`src/rtl/ttl_74148_irq_enc_if.sv`:
```
// Request/encoded-code bundle for ttl_74148_irq_enc: board request lines and enable
// in, inverted priority code plus group-select/enable-out and debug pending out.
interface ttl_74148_irq_enc_if #(
  parameter int WIDTH_IN  = 8,
  parameter int WIDTH_OUT = $clog2(WIDTH_IN)
);
  // Handshake: the CPU acknowledges the presented code by driving Ack_bar low.
  // Only the high-to-low transition counts, and only while GS_bar is low; the
  // line named by ~A_bar is then retired. A held-low Ack_bar retires one line.
  logic                 EI_bar;
  logic [WIDTH_IN-1:0]  I_bar;
  logic                 Ack_bar;
  logic [WIDTH_OUT-1:0] A_bar;
  logic                 GS_bar;
  logic                 EO_bar;
  logic [WIDTH_IN-1:0]  Pending;

  modport master (
    output EI_bar, I_bar, Ack_bar,
    input  A_bar, GS_bar, EO_bar, Pending
  );

  modport slave (
    input  EI_bar, I_bar, Ack_bar,
    output A_bar, GS_bar, EO_bar, Pending
  );
endinterface

```
`src/rtl/ttl_74148_irq_enc.sv`:
```
// Clocked 74148-style priority encoder for interrupt requests. Define
// TTL74148_EDGE_LATCH_EN for edge-latched pending lines with acknowledge; otherwise level mode.
module ttl_74148_irq_enc #(
  parameter int WIDTH_IN  = 8,
  parameter int WIDTH_OUT = $clog2(WIDTH_IN)
) (
  input logic               clk,
  input logic               reset_n,
  ttl_74148_irq_enc_if.slave bus
);

  logic [WIDTH_IN-1:0]  s1;
  logic [WIDTH_IN-1:0]  s2;
  logic [WIDTH_IN-1:0]  pending;
  logic [WIDTH_OUT-1:0] hi_idx;
  logic [WIDTH_OUT-1:0] a_bar;
  logic                 gs_bar;
  logic                 eo_bar;

  // Request lines are asynchronous; two flops before anything looks at them.
  always_ff @(posedge clk or negedge reset_n) begin
    if (!reset_n) begin
      s1 <= '1;
      s2 <= '1;
    end else begin
      s1 <= bus.I_bar;
      s2 <= s1;
    end
  end

`ifdef TTL74148_EDGE_LATCH_EN
  logic [WIDTH_IN-1:0]  s3;
  logic [WIDTH_IN-1:0]  req_set;
  logic [WIDTH_IN-1:0]  ack_clr;
  logic [WIDTH_OUT-1:0] ack_idx;
  logic                 ack_prev;
  logic                 ack_evt;

  always_comb begin
    req_set = s3 & ~s2;
    ack_evt = ~bus.Ack_bar & ack_prev;
    ack_idx = ~a_bar;
    ack_clr = '0;
    if (ack_evt && !gs_bar) ack_clr[ack_idx] = 1'b1;
  end

  // Set is OR-ed in after the clear so a fresh request beats its own acknowledge.
  always_ff @(posedge clk or negedge reset_n) begin
    if (!reset_n) begin
      s3       <= '1;
      ack_prev <= 1'b1;
      pending  <= '0;
    end else begin
      s3       <= s2;
      ack_prev <= bus.Ack_bar;
      pending  <= (pending & ~ack_clr) | req_set;
    end
  end
`else
  logic unused_ack;

  assign pending    = ~s2;
  assign unused_ack = bus.Ack_bar;
`endif

  always_comb begin
    hi_idx = '0;
    for (int i = 0; i < WIDTH_IN; i++) begin
      if (pending[i]) hi_idx = WIDTH_OUT'(i);
    end
  end

  always_ff @(posedge clk or negedge reset_n) begin
    if (!reset_n) begin
      a_bar  <= '1;
      gs_bar <= 1'b1;
      eo_bar <= 1'b1;
    end else if (bus.EI_bar) begin
      a_bar  <= '1;
      gs_bar <= 1'b1;
      eo_bar <= 1'b1;
    end else if (|pending) begin
      a_bar  <= ~hi_idx;
      gs_bar <= 1'b0;
      eo_bar <= 1'b1;
    end else begin
      a_bar  <= '1;
      gs_bar <= 1'b1;
      eo_bar <= 1'b0;
    end
  end

  assign bus.A_bar   = a_bar;
  assign bus.GS_bar  = gs_bar;
  assign bus.EO_bar  = eo_bar;
  assign bus.Pending = pending;

endmodule

```
`src/flat_wrapper.sv`:
```
// flat-port wrapper written by rule: the top's interface ports become plain ports
module ttl_74148_irq_enc_flat 
#(
  parameter int WIDTH_IN  = 8,
  parameter int WIDTH_OUT = $clog2(WIDTH_IN)
)
  (clk, reset_n, bus_EI_bar, bus_I_bar, bus_Ack_bar, bus_A_bar, bus_GS_bar, bus_EO_bar, bus_Pending);
  ttl_74148_irq_enc_if #(.WIDTH_IN(WIDTH_IN), .WIDTH_OUT(WIDTH_OUT)) bus_i ();
  input logic clk;
  input logic reset_n;
  input wire logic [$bits(bus_i.EI_bar)-1:0] bus_EI_bar;
  input wire logic [$bits(bus_i.I_bar)-1:0] bus_I_bar;
  input wire logic [$bits(bus_i.Ack_bar)-1:0] bus_Ack_bar;
  output wire logic [$bits(bus_i.A_bar)-1:0] bus_A_bar;
  output wire logic [$bits(bus_i.GS_bar)-1:0] bus_GS_bar;
  output wire logic [$bits(bus_i.EO_bar)-1:0] bus_EO_bar;
  output wire logic [$bits(bus_i.Pending)-1:0] bus_Pending;
  assign bus_i.EI_bar = bus_EI_bar;
  assign bus_i.I_bar = bus_I_bar;
  assign bus_i.Ack_bar = bus_Ack_bar;
  assign bus_A_bar = bus_i.A_bar;
  assign bus_GS_bar = bus_i.GS_bar;
  assign bus_EO_bar = bus_i.EO_bar;
  assign bus_Pending = bus_i.Pending;
  ttl_74148_irq_enc #(.WIDTH_IN(WIDTH_IN), .WIDTH_OUT(WIDTH_OUT)) u_core (.clk(clk), .reset_n(reset_n), .bus(bus_i));
endmodule
```
`config.mk`:
```
export PLATFORM = sky130hd
export DESIGN_NAME = ttl_74148_irq_enc_flat
export DESIGN_NICKNAME = d
export VERILOG_FILES = /design/src/rtl/ttl_74148_irq_enc_if.sv /design/src/rtl/ttl_74148_irq_enc.sv /design/src/flat_wrapper.sv
export SDC_FILE = /design/constraint.sdc
export NUM_CORES = 1
export LEC_CHECK = 0
export BUFFER_PORTS_ARGS = -buffer_cell sky130_fd_sc_hd__buf_4
export CORE_MARGIN = 8
export CORE_UTILIZATION = 40
export CTS_CLUSTER_DIAMETER = 60
export DETAILED_ROUTE_END_ITERATION = 6
export PLACE_DENSITY = 0.7
export SYNTH_ARGS = -nofsm -noshare
export SYNTH_HDL_FRONTEND = slang
export SYNTH_SLANG_ARGS = --single-unit
```
`constraint.sdc`:
```
create_clock -name clk -period 1.2 [get_ports clk]
set_clock_uncertainty 0.1 [all_clocks]
set_input_delay 0 -clock clk [delete_from_list [all_inputs] [get_ports clk]]
set_output_delay 0 -clock clk [all_outputs]
set_load 0.02 [all_outputs]
```
---- Word level (Yosys, flattened, before mapping) ----
Index checks and enable logic that the tools add are counted.
storage, ports and cells
  bits in registers ....................... 21
  input bits .............................. 12
  output and inout bits ................... 13
  word-level logic and storage cells ...... 21
operators by class
  muxes and demuxes ....................... 13
  bitwise operators ....................... 2
  reductions and logical operators ........ 1
operator list
  operator          number
  $mux W3           6
  $not A8 Y8        1
  $reduce_or A8 Y1  1
  $mux W1           5
  $mux W2           2
  $not A3 Y3        1

---- Longest topological paths before layout ----
  depth in word-level cells ............... 11
  gate-level depth with buffers ........... 3
  gate-level depth less buffers ........... 3

---- Worst setup path after synthesis ----
No wires, ideal clock.
  kind .................................... flip-flop to flip-flop
  start point ............................. register u_core.s2[6]
  end point ............................... register u_core.eo_bar, in the netlist u_core.bus.EO_bar
  library setup time ...................... 88 ps
  arrival time ............................ 991 ps
  data required time ...................... 1012 ps
  path slack .............................. 21 ps
  stages on the path, launching flop included .. 3
  path buffers ............................ 0
  period minus slack after synthesis ...... 1179 ps
  path through ............................ dfstp_2 > nand4_1 > or3_1
between the ends
  word-level cells in the longest chain between the ends .. 4
RTL lines
  element                 RTL line                 text
  start, declared         ttl_74148_irq_enc.sv:13  logic [WIDTH_IN-1:0] s2;
  start signal, assigned  ttl_74148_irq_enc.sv:24  s2 <= '1;
  start signal, assigned  ttl_74148_irq_enc.sv:27  s2 <= s1;
  $not A8 Y8              ttl_74148_irq_enc.sv:62  assign pending = ~s2;
  $reduce_or A8 Y1        ttl_74148_irq_enc.sv:82  end else if (|pending) begin
  $mux W1                 ttl_74148_irq_enc.sv:82
  $mux W1                 ttl_74148_irq_enc.sv:78  end else if (bus.EI_bar) begin
  end signal, assigned    ttl_74148_irq_enc.sv:77  eo_bar <= 1'b1;
  end signal, assigned    ttl_74148_irq_enc.sv:81  eo_bar <= 1'b1;
  end signal, assigned    ttl_74148_irq_enc.sv:85  eo_bar <= 1'b1;
  end, declared           ttl_74148_irq_enc.sv:18  logic eo_bar;
No other way between the ends.

---- Final worst setup path ----
  start point ............................. register u_core.s2[7]
  end point ............................... register u_core.eo_bar, in the netlist u_core.bus.EO_bar
The elaborated chain is that of the path after synthesis.

==> flow_metrics.py <==
metrics = {
    "run_status": {
        "status": "finished, violations left",
        "violations": "setup timing",
    },
    "yosys": {
        "ys.flop_type": "dfstp_2",
        "yosysTopAreaCell": "dfstp_2",
        "ys_ff_latch": 21,
        "syn_area_sq_um": 662,
        "avgSynthCellArea_sq_um": 16.1,
        "synthTopCellsByCount": "dfstp_2, inv_1, nand4_1, o211ai_1",
        "synth_nets": 53,
        "ys_seq_area_share_pct": 83.4,
        "yosysMostFrequentCell": "dfstp_2",
        "yosys_warnings": 0,
        "synth_area_leaders": "dfstp_2, inv_1, o211ai_1",
        "synth_edf_count": 0,
        "synth.distinct_cells": 12,
        "synthCells": 41,
        "yosysTopAreaCellShare_pct": 83.4,
        "ys_async_sr_fraction_pct": 100,
    },
    "floorplanning": {
        "die_y_um": 56.7,
        "num_rows": 14,
        "io_pins": 25,
        "die_area_sq_mm": 0.00321,
        "die_x_um": 56.7,
        "initial_core_util_pct": 43.4,
        "core-area_sq_mm": 0.00152,
    },
    "grt": {
        "grt_pass1_wl_um": 2210,
        "grt_usage_pct": 8.70,
        "grt_max_degree": 22,
        "grt_pass1_vias": 495,
        "grt_overflow": 0,
        "antenna_found_initial": 0,
    },
    "drt": {
        "postRouteAntennaNets": 0,
        "drc_errors": 0,
        "wl_um": 1280,
        "vias": 421,
        "firstDrtPassIters": 1,
        "drt_iter0_markers": 0,
        "vias_per_cell": 4.39,
        "routedWlPerCell_um": 13.3,
    },
    "critical_path": {
        "cp.required_ps": 1320,
        "rr_startpoint": "u_core.s2[7]$_DFF_PN1_",
        "arrival_ps": 1350,
        "r2r_end": "u_core.bus.EO_bar$_DFF_PN1_",
        "crit_path_end_kind": "flip-flop",
        "critPathLaunchType": "flip-flop",
        "timing_worst_setup_path_type": "reg -> reg",
        "path_max_fanout": 3,
        "reg2reg_slack_ps": -30,
        "ff2ff_path_depth": 2,
    },
    "timing": {
        "period_needed_ps": 1230,
        "max-slew-margin-rel_pct": 83.5,
        "hold_slack_ps": 244,
        "setup_viol": 3,
        "period_share_pct": 103,
        "worst_slack_ps": -30.3,
        "report.final.slew_viol_count": 0,
        "fin_tns_setup_ps": -52.7,
        "hold_viol_final": 0,
        "rsz0062_at_grt": "true",
        "max_freq_mhz": 813,
        "worst_pin_slew_ps": 248,
    },
    "place": {
        "place_area_sq_um": 870,
        "dpl.hpwl_um": 964,
        "gp_congestion": 0.696,
        "port_buffers": 23,
    },
    "cells_and_area": {
        "final_nets": 93,
        "fin_util_pct": 68.1,
        "seq_area_sq_um": 552,
        "drive_gt1_share_pct": 70.0,
        "multi_input_area_sq_um": 87.6,
        "layout-area-overhead-vs-synth_pct": 56.9,
        "num-fill-cells": 105,
        "stdcell_area_sq_mm": 0.00104,
        "n_antenna_cell": 0,
    },
    "cts": {
        "cts.sinks": 21,
        "cts-buffers-inserted": 3,
        "cts_tree": "built",
        "clk_latency_ps": 290,
        "cts.path.max_buffers": 2,
        "clk_pin_slew_ps": 110,
        "htreeDepth": 1,
        "clockRootBuffer": "clkbuf_4",
    },
    "hold_path": {
        "holdPathStages": 2,
        "hold_end": "u_core.s1[7]$_DFF_PN1_",
        "hp-class": "in -> reg",
        "hp-start": "bus_I_bar[7]",
    },
    "pwr": {
        "peakVddDrop_mv": 0.826,
        "total_leakage_power_uw": 0.000479,
        "cellPowerDensity_mw_per_mm2": 1240,
    },
    "job": {
        "maxCapViolations": 0,
    },
}
==> sequential cells by signal, indices dropped and copies added, names as in the netlist <==
register and count:
u_core.bus.EO_bar 1, u_core.s2 8, u_core.s1 8, u_core.bus.A_bar 3
u_core.bus.GS_bar 1
==> metrics by stage <==
step	instances	power [uW]	worst slack, ps
after floorplan	41	847	21.1
after detailed placement	82	936	-21.2
final	96	1290	-30.3
after global placement	82	929	9.01
after global routing	96	1360	-95.7
after CTS	96	1290	-45.8
==> metal layers <==
layer | track usage [%] | share of wire, % | up-vias
li1 | - | - | 206
met1 | 8.22 | 37 | 199
met2 | 14.7 | 53 | 16
met3 | 4.94 | 9.7 | 0
met4 | 4.12 | 0 | 0
met5 | 0 | 0 | -
==> worst max-delay path, stage by stage (launching register included) <==
cell and delay, ps:
dfstp_2 560, nand4_1 130, or3_1 370
==> cell type report <==
class,instances,area share [%]
Tap cell,16,1.93
Timing Repair Buffer,35,31.0
Sequential cell,21,53.1
Clock buffer,3,2.17
Multi-Input combinational cell,12,8.43
Inverter,8,2.89
Clock inverter,1,0.482
==> what timing repair did <==
action	CTS	global route
endpoints found under the hold margin	34	0
setup buffers	0	0
pin swaps	1	0
setup endpoints to repair	4	8
hold buffers	10	0
resized for setup	6	7
==> worst max path at each step <==
| stage | from | end | slack [ps] |
|---|---|---|---|
| 3_5_place_dp | u_core.s2[6]$_DFF_PN1_ | u_core.bus.EO_bar$_DFF_PN1_ | -20 |
| 5_1_grt | u_core.s2[7]$_DFF_PN1_ | u_core.bus.EO_bar$_DFF_PN1_ | -100 |
| 2_1_floorplan | u_core.s2[6]$_DFF_PN1_ | u_core.bus.EO_bar$_DFF_PN1_ | 20 |
| 3_3_place_gp | u_core.s2[6]$_DFF_PN1_ | u_core.bus.EO_bar$_DFF_PN1_ | 9 |
| 4_1_cts | u_core.s2[7]$_DFF_PN1_ | u_core.bus.EO_bar$_DFF_PN1_ | -50 |
| 6_report | u_core.s2[7]$_DFF_PN1_ | u_core.bus.EO_bar$_DFF_PN1_ | -30 |
==> cell families after synthesis <==
| kind of cell | count (synthesis) | share of synthesized area (%) |
|---|---|---|
| simple gates | 7 | 6.43 |
| buf+inv | 8 | 4.54 |
| compound gates | 5 | 5.67 |
| flops | 21 | 83.4 |
==> cell usage in the layout, fill, tap and decap left out, types with 2 or more instances in the layout <==
cell	netlist	layout
clkbuf_4	0	3
inv_1	8	5
buf_6	0	9
inv_2	0	3
buf_4	0	16
nand4_1	2	2
o211ai_1	2	2
dfstp_2	21	21
dlygate4sd3_1	0	10
==> power breakdown <==
group	total, uW	switching, uW	internal, uW
registers	789	17.0	772
clock network	321	197	124
logic	175	78.5	96.7
No activity file was read; power rests on OpenSTA's default activity.
